File: src/rtl/pipe_stage_chain.sv
// pipe_stage_chain
//   In-order pipeline register chain with a valid bit per stage. Stage 0 is the
//   youngest stage and STAGES-1 the oldest. Each stage carries an opaque
//   WIDTH-bit payload. The chain supports stall (backpressure), flush, bubble
//   insertion below a stall point, and a single-step debug advance mode.
//
// Ports
//   clk, aresetn         rising-edge clock, asynchronous active-low reset
//   step_mode, step      1: advance only on a rising edge of step; 0: every cycle
//   in_valid, in_data    payload offered to stage 0
//   in_ready             stage 0 captures in_data this cycle (combinational)
//   stall_req[i]         hold stage i and every younger stage
//   flush_req[i]         kill every stage younger than i
//   out_valid, out_data  valid bit and payload of the oldest stage
//   out_fire             oldest stage retires this cycle (combinational)
//   stage_valid          valid bit of every stage
//   occupancy            registered count of valid stages
//   retire_cnt           wrapping count of retired payloads
//   dbg_sel              stage select for the debug read port
//   dbg_valid, dbg_data  valid bit and payload of stage dbg_sel, 0 if out of range

module pipe_stage_chain #(
  parameter int STAGES = 5,
  parameter int WIDTH  = 64,
  parameter int SEL_W  = 3,
  parameter int CNT_W  = 32
) (
  input  logic                         clk,
  input  logic                         aresetn,
  input  logic                         step_mode,
  input  logic                         step,
  input  logic                         in_valid,
  input  logic [WIDTH-1:0]             in_data,
  output logic                         in_ready,
  input  logic [STAGES-1:0]            stall_req,
  input  logic [STAGES-1:0]            flush_req,
  output logic                         out_valid,
  output logic [WIDTH-1:0]             out_data,
  output logic                         out_fire,
  output logic [STAGES-1:0]            stage_valid,
  output logic [$clog2(STAGES+1)-1:0]  occupancy,
  output logic [CNT_W-1:0]             retire_cnt,
  input  logic [SEL_W-1:0]             dbg_sel,
  output logic                         dbg_valid,
  output logic [WIDTH-1:0]             dbg_data
);

  localparam int OCC_W = $clog2(STAGES+1);

  logic                step_q;
  logic                en;
  logic [STAGES-1:0]   v;
  logic [STAGES-1:0]   v_next;
  logic [STAGES-1:0]   busy;
  logic [STAGES-1:0]   kill;
  logic [STAGES-1:0]   load_d;
  logic [WIDTH-1:0]    d [STAGES];
  logic [OCC_W-1:0]    occ_next;

  // Gating en with aresetn keeps in_ready low while reset is held, so every
  // output reads 0 during reset even in free-run mode.
  assign en = aresetn & (step_mode ? (step & ~step_q) : 1'b1);

  // busy[i]: a stall at stage i or any older stage freezes stage i.
  // kill[i]: a flush at any strictly older stage squashes stage i.
  always_comb begin
    busy = '0;
    kill = '0;
    for (int i = 0; i < STAGES; i++) begin
      busy[i] = |(stall_req >> i);
      kill[i] = |(flush_req >> (i + 1));
    end
  end

  // Next valid bits, first matching rule wins: kill, hold, bubble, load.
  // A payload register is written only when a valid item moves into it.
  always_comb begin
    v_next = v;
    load_d = '0;
    if (en) begin
      if (kill[0]) begin
        v_next[0] = 1'b0;
      end else if (!busy[0]) begin
        v_next[0] = in_valid;
        load_d[0] = in_valid;
      end
      for (int i = 1; i < STAGES; i++) begin
        if (kill[i]) begin
          v_next[i] = 1'b0;
        end else if (!busy[i]) begin
          if (busy[i-1]) begin
            v_next[i] = 1'b0;
          end else begin
            v_next[i] = v[i-1];
            load_d[i] = v[i-1];
          end
        end
      end
    end
  end

  // Popcount of the post-update valid bits, registered alongside them.
  always_comb begin
    occ_next = '0;
    for (int i = 0; i < STAGES; i++) begin
      occ_next = occ_next + OCC_W'(v_next[i]);
    end
  end

  always_ff @(posedge clk or negedge aresetn) begin
    if (!aresetn) begin
      v          <= '0;
      step_q     <= 1'b0;
      occupancy  <= '0;
      retire_cnt <= '0;
      for (int i = 0; i < STAGES; i++) begin
        d[i] <= '0;
      end
    end else begin
      step_q    <= step;
      v         <= v_next;
      occupancy <= occ_next;
      if (out_fire) begin
        retire_cnt <= retire_cnt + CNT_W'(1);
      end
      if (load_d[0]) begin
        d[0] <= in_data;
      end
      for (int i = 1; i < STAGES; i++) begin
        if (load_d[i]) begin
          d[i] <= d[i-1];
        end
      end
    end
  end

  assign in_ready    = en & ~busy[0] & ~kill[0];
  assign out_fire    = en & v[STAGES-1] & ~busy[STAGES-1];
  assign out_valid   = v[STAGES-1];
  assign out_data    = d[STAGES-1];
  assign stage_valid = v;

  // Debug read port; selections beyond the last stage read as zero.
  always_comb begin
    dbg_valid = 1'b0;
    dbg_data  = '0;
    for (int i = 0; i < STAGES; i++) begin
      if (dbg_sel == SEL_W'(i)) begin
        dbg_valid = v[i];
        dbg_data  = d[i];
      end
    end
  end

endmodule

File: config.mk
export PLATFORM = sky130hd
export DESIGN_NAME = pipe_stage_chain
export DESIGN_NICKNAME = d
export VERILOG_FILES = /design/src/rtl/pipe_stage_chain.sv
export SDC_FILE = /design/constraint.sdc
export NUM_CORES = 1
export LEC_CHECK = 0
export BUFFER_PORTS_ARGS = -buffer_cell sky130_fd_sc_hd__buf_2
export CAP_MARGIN = 0
export CORE_MARGIN = 1.5
export CORE_UTILIZATION = 56
export CTS_CLUSTER_SIZE = 24
export DETAILED_ROUTE_END_ITERATION = 8
export MAX_ROUTING_LAYER = met4
export PLACE_DENSITY = 0.76
export SLEW_MARGIN = 30
export SYNTH_ARGS = -nofsm -noshare
export SYNTH_HDL_FRONTEND = slang
export SYNTH_SLANG_ARGS = --single-unit
File: constraint.sdc
create_clock -name clk -period 4 [get_ports clk]
set_input_delay 0.4 -clock clk [delete_from_list [all_inputs] [get_ports clk]]
set_output_delay 0.4 -clock clk [all_outputs]
set_load 0.05 [all_outputs]
* After elaboration in Yosys (flattened, before gate mapping)
Index checks and enable logic that the tools add are counted.
Storage, ports and cells: input bits 82, word-level logic and storage cells 71, output and inout port bits 172, bits in registers 361
Cells by class: bitwise operators 10, equal/unequal tests 4, add/sub/neg operators 5, mux-type cells 35, reductions and logical operators 8
Operators with widths (count):
- $mux 64 | 5
- $add 32x1->32 const B | 1
- $mux 1 | 28
- $mux 5 | 2
- $reduce_or 4->1 | 2
- $add 3x1->3 | 2
- $and 1x1->1 | 6
- $eq 3x2->1 const B | 2
- $reduce_or 3->1 | 2
- $reduce_or 5->1 | 1
- $not 1->1 | 4
- $reduce_or 2->1 | 2
- $add 2x1->3 | 1
- $eq 3x1->1 const B | 1
- $eq 3x3->1 const B | 1
- $logic_not 3->1 | 1
- $add 1x1->2 | 1

* Logic depth before layout (Yosys ltp)
Gate-level depths: netlist of the first run.
depth after elaboration 9, mapped depth 10

* Worst setup path before layout of the first run
OpenSTA, ideal clock, no wires.
path kind input -> register, start point input port stall_req[4], end point register occupancy[1], setup slack 0.853 ns, data required time 3.874 ns, path buffers 2, library setup time 0.126 ns, cell stages on the path 10, data arrival time 3.021 ns, cells stage by stage or4_4 > a2111oi_4 > and3b_1 > buf_6 > buf_6 > a21oi_1 > fa_1 > fa_1 > inv_1 > ha_1
Between the ends: longest elaborated chain between the ends 9, elaborated cells on any way between the ends 22
Ends and longest elaborated chain:
- start: declaration | RTL line 35 | input logic [STAGES-1:0] stall_req,
- $reduce_or 5->1 | RTL line 70 | busy[i] = |(stall_req >> i);
- $mux 1 | RTL line 91 | if (busy[i-1]) begin
- $mux 1 | RTL line 90 | end else if (!busy[i]) begin
- $mux 1 | RTL line 88 | if (kill[i]) begin
- $mux 5 (*) | RTL line 80 | if (en) begin
- $add 1x1->2 | RTL line 106 | occ_next = occ_next + OCC_W'(v_next[i]);
- $add 2x1->3 | RTL line 106
- $add 3x1->3 | RTL line 106
- $add 3x1->3 (*) | RTL line 106
- net occ_next[1] | RTL line 58 | logic [OCC_W-1:0] occ_next;
- end signal: assignment | RTL line 122 | occupancy <= occ_next;
- end: declaration | RTL line 41 | output logic [$clog2(STAGES+1)-1:0] occupancy,
The timed path passes the listed nets; every way through them passes the cells marked *. A chain may end at the register's enable or synchronous reset.

* Worst setup path in the final report of the first run
start point input port dbg_sel[2], end point output port dbg_data[38]
Between the ends: longest elaborated chain between the ends 6, elaborated cells on any way between the ends 10
Ends and longest elaborated chain:
- start: declaration | RTL line 43 | input logic [SEL_W-1:0] dbg_sel,
- $logic_not 3->1 | RTL line 148 | if (dbg_sel == SEL_W'(i)) begin
- $mux 64 (4 in series) | RTL line 148
- $mux 64 (*) | RTL line 148
- end: declaration | RTL line 45 | output logic [WIDTH-1:0] dbg_data
Every way passes the cells marked *; elsewhere a longest branch is shown, timed or not.

==> impl_summary.md, run 1 <==
Synth
Counting every net in the synthesized netlist gives 1,382. Yosys printed 0 warnings. The count of different cell masters after synthesis is 43. The instance count of the mapped netlist is 1,296. The average instance area after synthesis is 12.9 um^2. The part of the Yosys area used for sequential elements is 0.542.

After synthesis the cells add up to 16,700 um^2. Counting flops and latches in the post-synthesis netlist gives 361.

Critical path
The number of buffer and inverter instances along the worst setup path is 3. The critical path data arrival time is 2.72 ns. The worst setup path is launched from an input port.

For this run, the slowest stage of the critical path takes 0.68 ns. The critical path's slowest cell is buf_4. The maximum fanout count along the critical path is 53. The dominant cell type by count on the critical path is buf_2. The top cell family by delay on the critical path is buffers and inverters.

The total stage count of the critical path is 6. The critical path is of the input port to output port type. The signal on the critical path passes through buf_2, nor2b_4, buf_4, a22oi_1, o22ai_1, buf_2. The depth of the worst register-to-register path is 8.

The data required time of the worst path is 3.60 ns. The category of the worst setup path capture point is an output port.

Clocking
The tree built by TritonCTS fans out to 361 sinks. The clock passes through at most 3 buffers. The cell sitting at the root of the clock tree is a clkbuf_16. Clock-pin slew was measured on the worst setup and hold paths at 0.06 ns. In this run, CTS created clock tree buffers numbering 39.

The depth of the CTS H-tree is 2. The clock reaches the later pin of the worst-skew pair after approximately 0.53 ns. TritonCTS built the clock tree. After clock tree synthesis, the setup repair step added 0 buffers. Post-CTS repair changed the size of 0 cells.

Timing
The setup-violating endpoint count in the final report is 0. The final count of pins violating max slew is 0. The sum of negative setup slack is 0 ns.

In this run the tightest slew margin relative to its limit is 0.399. The hold violation count in the final report is 0. Timing would allow up to 320 MHz. The slew of the pin with the lowest slew margin is 0.901 ns. The final worst clock skew is 0.0200 ns. Setup repair after global routing left no endpoint under its margin. Of the available clock period, the critical path in the final layout requires 0.780. The shortest period the worst path allows is 3.12 ns. The worst hold margin is 0.0312 ns.

Cells and area
Leaving out fill and tap cells, the most frequent cell in the layout is dfrtp_1. From synthesis to final layout, the design area changed by 15.4%. In the layout the commonest cells are 361 x dfrtp_1, 257 x mux2_2, 250 x buf_2. The layout has 2,204 filler cells. The area of all placed cells without fillers is about 19,000 um^2. In the final design database the tool counted 1,546 nets. The proportion of layout cells with a drive suffix above 1 is 0.412.

Place
The HPWL after detailed placement is 23.9 mm. In this run the cell area measured after placement is between 15,000 and 20,000 um^2. The congestion estimate from routability-driven global placement came to 0.883. Input and output buffers added on the ports amount to between 200 and 300.

Floorplan
The die covers 30,800 um^2. The initialized floorplan defines 62 standard-cell rows. The placeable core region is 29,000 um^2. The initial utilization of the core area, before any placement, comes to 0.575. The number of I/O pins is approximately 250. The floorplan step set the die width to 176 um. The die span in y is approximately 180 um.

Global route
The total overflow left after global routing is 0. The wire length of the first global-routing pass is 64.0 mm. The via count of the first global-routing pass was between 10,000 and 15,000.

For this run, the total global-route usage over all layers was measured as 0.273. Entering global routing, the biggest net connects 169 pins. The initial antenna violation count was 6.

Route
The violation count after the first detailed-routing iteration is 692. Before antenna repair, the detailed router went through 5 iterations. The post-detailed-route wirelength per cell is 21.4 um.

Once detail routing completed, the nets flagged for antenna violations numbered 0. After detailed routing, the number of vias per cell comes to 5.90. In the routed design, unresolved DRC markers number 0. The total wire length is approximately 40 mm.

The number of vias in the routed layout is 11,100.

Power and ir drop
The completed layout was analyzed and its total power is 7730 uW. Dividing total power by cell area gives a power density of approximately 400 nW/um^2. The worst-case vdd ir drop is 0.000333 V. For this design the static power due to leakage is between 0.01 and 0.015 uW.

Flow run
Across the run, the number of max-cap violations was 0.

Run status
The run finished with clean final reports.

Worst hold path
The hold-critical path depth is 1. The type of the worst min-delay path is input port to register.
metal layers:
metal  vias to the layer above  global-route usage  wire length, um
li1                       4956                   -                -
met1                      5734               0.359            17100
met2                       340               0.434            19500
met3                        69              0.0532             2710
met4                         0              0.0787              910
met5                         -                   -                0
registers in the layout, summed over array words and instances, names as in the netlist:
name	flops
d	256
occupancy	3
out_data	64
retire_cnt	32
stage_valid	5
step_q	1
area by class of cell:
cell class / count / area (um^2) / share of cell area
clock inverters: 11 / 153 / 0.00793
repair buffers: 271 / 1530 / 0.0794
multi-input cells: 761 / 6710 / 0.349
diodes: 6 / 15.0 / 0.000780
inverters: 26 / 97.6 / 0.00507
flip-flops and latches: 361 / 9030 / 0.469
well taps: 384 / 480 / 0.0250
clock buffers: 61 / 1230 / 0.0639
report_power, final:
group,total [uW],internal [uW],switching (uW)
logic,279,75.5,204
clock network,3780,2320,1470
registers,3660,3660,4.76
total,7730,6050,1670
synth_stat cells:
library cell / n / area (um^2)
a22oi_1: 53 / 398
a2111oi_4: 1 / 27.5
dfrtp_1: 361 / 9030
ha_1: 2 / 25.0
a21oi_1: 55 / 275
and4b_1: 1 / 10.0
a21bo_2: 1 / 10.0
o2111ai_1: 1 / 8.76
mux2_2: 257 / 2890
nand2b_1: 1 / 6.26
xnor2_1: 8 / 70.1
nor3_1: 16 / 80.1
nand4_1: 4 / 25.0
and3b_1: 2 / 17.5
and2_1: 5 / 31.3
a21boi_0: 2 / 15.0
or2_1: 1 / 6.26
o21ai_0: 19 / 95.1
or4_4: 1 / 11.3
mux4_2: 12 / 270
buf_4: 66 / 495
mux2i_1: 53 / 531
a21o_1: 1 / 7.51
and3_1: 1 / 6.26
inv_1: 26 / 97.6
and4_1: 6 / 52.6
nor2b_1: 4 / 25.0
buf_2: 2 / 10.0
nor2_1: 62 / 233
o211ai_1: 2 / 15.0
o22ai_1: 53 / 332
nand2_1: 26 / 97.6
xor2_1: 23 / 201
clkbuf_1: 63 / 236
mux2_1: 64 / 721
or4_1: 1 / 7.51
buf_6: 9 / 101
nand3_1: 8 / 40.0
or3_1: 1 / 6.26
nand4b_1: 1 / 8.76
fa_1: 2 / 40.0
nor4_1: 11 / 68.8
buf_1: 8 / 30.0
worst register-to-register path, delay by kind of cell, from the launching register on:
family | cells | cell delay [ns]
flip-flops | 1 | 0.37
adder cells (fa/ha/maj) | 3 | 1.10
AND/OR/NAND/NOR | 1 | 0.21
buffers and inverters | 1 | 0.07
AO/OA/AOI/OAI | 3 | 0.98
logic make-up (layout without fill, tap and decap cells):
logic type	Yosys count	after routing	share of synthesized area
buf+inv	174	369	0.0582
flops	361	361	0.542
xor+xnor	31	31	0.0163
mux	386	386	0.265
simple gates	152	152	0.0440
other cells	0	6	0
compound gates	188	188	0.0710
fa+ha+maj	4	4	0.00390
worst paths after layout:
kind	start	to	slack, ns
max	dbg_sel[2]	dbg_data[38]	0.88
min	step	step_q	0.03
max reg2reg	step_q	occupancy[1]	1.16
min reg2reg	retire_cnt[31]	retire_cnt[31]	0.47
max in group asynchronous	aresetn	d[217]	2.46
min in group asynchronous	aresetn	retire_cnt[5]	0.35
metrics by stage:
step,utilization,std cells,setup slack [ns]
floorplan,-,1296,0.853
global placement,0.613,1800,0.806
detailed placement,0.614,1801,0.789
CTS,0.662,1874,0.488
global route,0.663,1881,0.614
finish,0.663,1881,0.879
repair_timing:
item | in CTS | in global routing
hold buffers | 1 | 0
endpoints found under the setup margin | 0 | 0
endpoints found under the hold margin | 33 | 0
No activity file was read; power rests on OpenSTA's default activity.
==> run 2, diff against run 1 <==
--- a/config.mk
+++ b/config.mk
@@ -8,11 +8,11 @@
 export BUFFER_PORTS_ARGS = -buffer_cell sky130_fd_sc_hd__buf_2
 export CAP_MARGIN = 0
 export CORE_MARGIN = 1.5
-export CORE_UTILIZATION = 56
+export CORE_UTILIZATION = 52
 export CTS_CLUSTER_SIZE = 24
 export DETAILED_ROUTE_END_ITERATION = 8
 export MAX_ROUTING_LAYER = met4
-export PLACE_DENSITY = 0.76
+export PLACE_DENSITY = 0.74
 export SLEW_MARGIN = 30
 export SYNTH_ARGS = -nofsm -noshare
 export SYNTH_HDL_FRONTEND = slang
==> constraint.sdc (replaced) <==
create_clock -name clk -period 2.5 [get_ports clk]
set_input_delay 0.25 -clock clk [delete_from_list [all_inputs] [get_ports clk]]
set_output_delay 0.25 -clock clk [all_outputs]
set_load 0.05 [all_outputs]
==> run 2 against run 1 <==
Net effect:
- clock skew is 0.0090 ns lower
- design area is 4.5% higher
- total power is 58% higher
- combinational power is 110% higher
- global-route usage is 1.0 points lower
- critical endpoint is now occupancy[1]
==> impl_summary.md, run 2 (synthesis results as in run 1) <==
Cells and area
The most common cell after layout, fill and taps aside is dfrtp_1 (unchanged). The most flop-heavy register is d (unchanged). The proportion of layout cells with a drive suffix above 1 is 0.407 (was 0.412). The flip-flop count of the largest register after layout is 256 (unchanged). The area of all placed cells without fillers is 20,100 um^2 (was 19,200 um^2).

The final design utilization is 0.638 (was 0.663). The final net count is 1,639 (was 1,546). The total of fill cells in the finished design came to 2,405 (was 2,204).

Most frequent cells in the layout: 361 x dfrtp_1, 257 x mux2_2, 249 x buf_2 (was 361 x dfrtp_1, 257 x mux2_2, 250 x buf_2). The layout overhead on the synthesized area is 20.7% (was 15.4%).

Clocking
The depth of the CTS H-tree is 2 (unchanged). The TritonCTS clock tree is built (unchanged). The total CTS buffers came to 39 (unchanged).

The CTS clock-pin slew for the worst setup and hold paths is 0.06 ns (about the same). The clock network latency to the later pin of the worst-skew pair is 0.52 ns (was 0.53 ns). The count of clock tree sinks is 361 (unchanged). The cell at the root of the clock tree is clkbuf_16 (unchanged).

The maximum clock insertion buffer count came to 3 (unchanged).

Floorplan
The die width is 182 um (was 176 um). The die span in y is 182 um (was 176 um). The placeable core region is 31,600 um^2 (was 29,000 um^2). The overall die area is 33,100 um^2 (was 30,800 um^2).

The number of I/O pins is 254 (unchanged). The cell row count is 65 (was 62). The initial cell density of the core came to 0.528 (was 0.575).

Route
The count of TritonRoute iterations in the first routing pass is 5 (unchanged). The met3 wire length is 2.73 mm (was 2.71 mm). The total wire length was 42.1 mm (was 40.3 mm). The post-detailed-route wirelength per cell came to 21.2 um (was 21.4 um). The number of vias per cell after detailed routing is 5.81 (was 5.90).

The number of vias in the routed layout is 11,500 (was 11,100). The wire length the detailed router placed on met1 is 18.2 mm (was 17.1 mm). The violation count after the first detailed-routing iteration was 844 (was 692). The length of routed met2 wiring is 20.2 mm (was 19.5 mm). The number of DRC violations after detailed routing is 0 (unchanged). The number of antenna-violating nets in the routed design came to 0 (unchanged). The top layer used by detailed routing was met4 (unchanged).

Power and ir drop
The leakage dissipation is 0.0105 uW (was 0.0102 uW). The power density normalized to cell area is 605 nW/um^2 (was 401 nW/um^2). The worst-case vdd ir drop is 0.000486 V (was 0.000333 V).

Timing
The shortest period the worst path allows is 2.48 ns. The final worst clock skew was 0.0110 ns (was 0.0200 ns). The final count of pins violating max slew is 0 (unchanged). The setup-violating endpoint count in the final report is 0 (unchanged).

The setup slack after layout is 0.0166 ns (was 0.879 ns). The worst slew slack as a fraction of its limit is 0.431 (was 0.399). Unrepaired setup endpoints after global routing: true (was false). The hold violation count in the final report is 0 (unchanged). The maximum clock frequency is 403 MHz.

The slew of the pin with the lowest slew margin is 0.853 ns (was 0.901 ns). The portion of the clock cycle consumed by the worst path in the final layout is 0.993.

Critical path
The category of the worst setup path capture point is a register (was output port). The launching instance or port of the critical path was step_q (was dbg_sel[2]). The maximum fanout count along the critical path came to 3 (was 53).

The startpoint class of the critical path is a register (was input port). The data required time of the worst path is 2.90 ns (was 3.60 ns). The kind of critical path is register to register (was input port to output port). The critical path data arrival time was 2.88 ns (was 2.72 ns).

The startpoint of the worst-slack reg-to-reg timing path is step_q (unchanged).

Global route
The initial antenna violation count came to 2 (was 6). The wire length of the first global-routing pass was 66.7 mm (was 64.0 mm). The total routing usage reported by global routing came to 0.263 (was 0.273).

The maximum number of pins on one net before global-route repair was 150 (was 169). The leftover overflow at the end of global routing is 0 (unchanged). The via count of the first global-routing pass is 12,100 (was 11,400).

Place
The placed standard-cell area is 18,100 um^2 (was 17,800 um^2). The routability congestion estimate from global placement came to 0.887 (was 0.883). The HPWL after detailed placement is 24.9 mm (was 23.9 mm). The worst setup timing slack at the placement stage is -0.307 ns (was 0.789 ns). The quantity of I/O buffers inserted on ports is 252 (unchanged).

Worst hold path
The launch instance of the worst min-delay path is step_mode (was step). The type of the worst min-delay path is input port to register (unchanged).

Flow run
The number of max-capacitance violations reported is 0 (unchanged).

Run status
Status: finished clean (unchanged).
-- run 2: cell types whose count changed in the layout (fill, tap and decap cells not counted), moves of 3 or more --
cell and change:
diode_2 -4, buf_12 +8, clkbuf_1 +6, clkbuf_8 -3, dlygate4sd3_1 +65, buf_4 +25
-- run 2: layout make-up --
| class | count | area (um^2) | area share |
|---|---|---|---|
| Timing Repair Buffer | 364 | 2440 | 0.121 |
| Tap cell | 402 | 503 | 0.0250 |
| Multi-Input combinational cell | 761 | 6750 | 0.335 |
| Clock inverter | 6 | 55.1 | 0.00274 |
| Antenna cell | 2 | 5.00 | 0.000249 |
| Clock buffer | 65 | 1240 | 0.0614 |
| Inverter | 26 | 97.6 | 0.00485 |
| Sequential cell | 361 | 9030 | 0.449 |
-- run 2: report_power, final --
| part | total [uW] | internal [uW] | switching (uW) |
|---|---|---|---|
| logic | 582 | 220 | 362 |
| registers | 5860 | 5860 | 8.27 |
| clock network | 5720 | 3460 | 2260 |
| total | 12200 | 9540 | 2630 |
-- run 2: final timing paths --
check / slack [ns] / end / cells past startpoint
max: 0.02 / occupancy[1] / 9
min: 0.20 / retire_cnt[0] / 3
max reg2reg: 0.02 / occupancy[1] / 9
min reg2reg: 0.50 / retire_cnt[24] / 1
max in group asynchronous: 0.44 / out_data[49] / 5
min in group asynchronous: 0.22 / retire_cnt[1] / 3
-- run 2: stage by stage --
stage                     setup TNS [ns]  std cells  total power, uW  hold slack [ns]
after detailed placement          -0.908       1845             6470            0.155
final                                  0       1987            12200            0.203
after global routing             -0.0347       1987            12600            0.212
after CTS                              0       1984            12300            0.175
after floorplan                   -0.954       1296             6130          -0.0456
after global placement            -0.625       1844             6460            0.154
-- run 2: critical path: stages (launching register included) --
cell,delay (ns)
dfrtp_1,0.38
nand2b_4,0.17
a2111oi_4,0.33
buf_4,0.19
nand2_4,0.05
and2_4,0.17
fa_1,0.47
fa_2,0.35
inv_2,0.07
ha_4,0.19
-- run 2: layer usage --
metal,vias up,global-route usage
met5,-,-
li1,5122,-
met1,5921,0.349
met2,426,0.419
met4,0,0.0800
met3,71,0.0425
-- run 2: what timing repair did --
item / in CTS / in global routing
pin swaps: 3 / 1
hold endpoints to repair: 68 / 0
buffers inserted: 2 / 0
resized for setup: 4 / 4
hold buffers: 66 / 0
endpoints found under the setup margin: 2 / 2
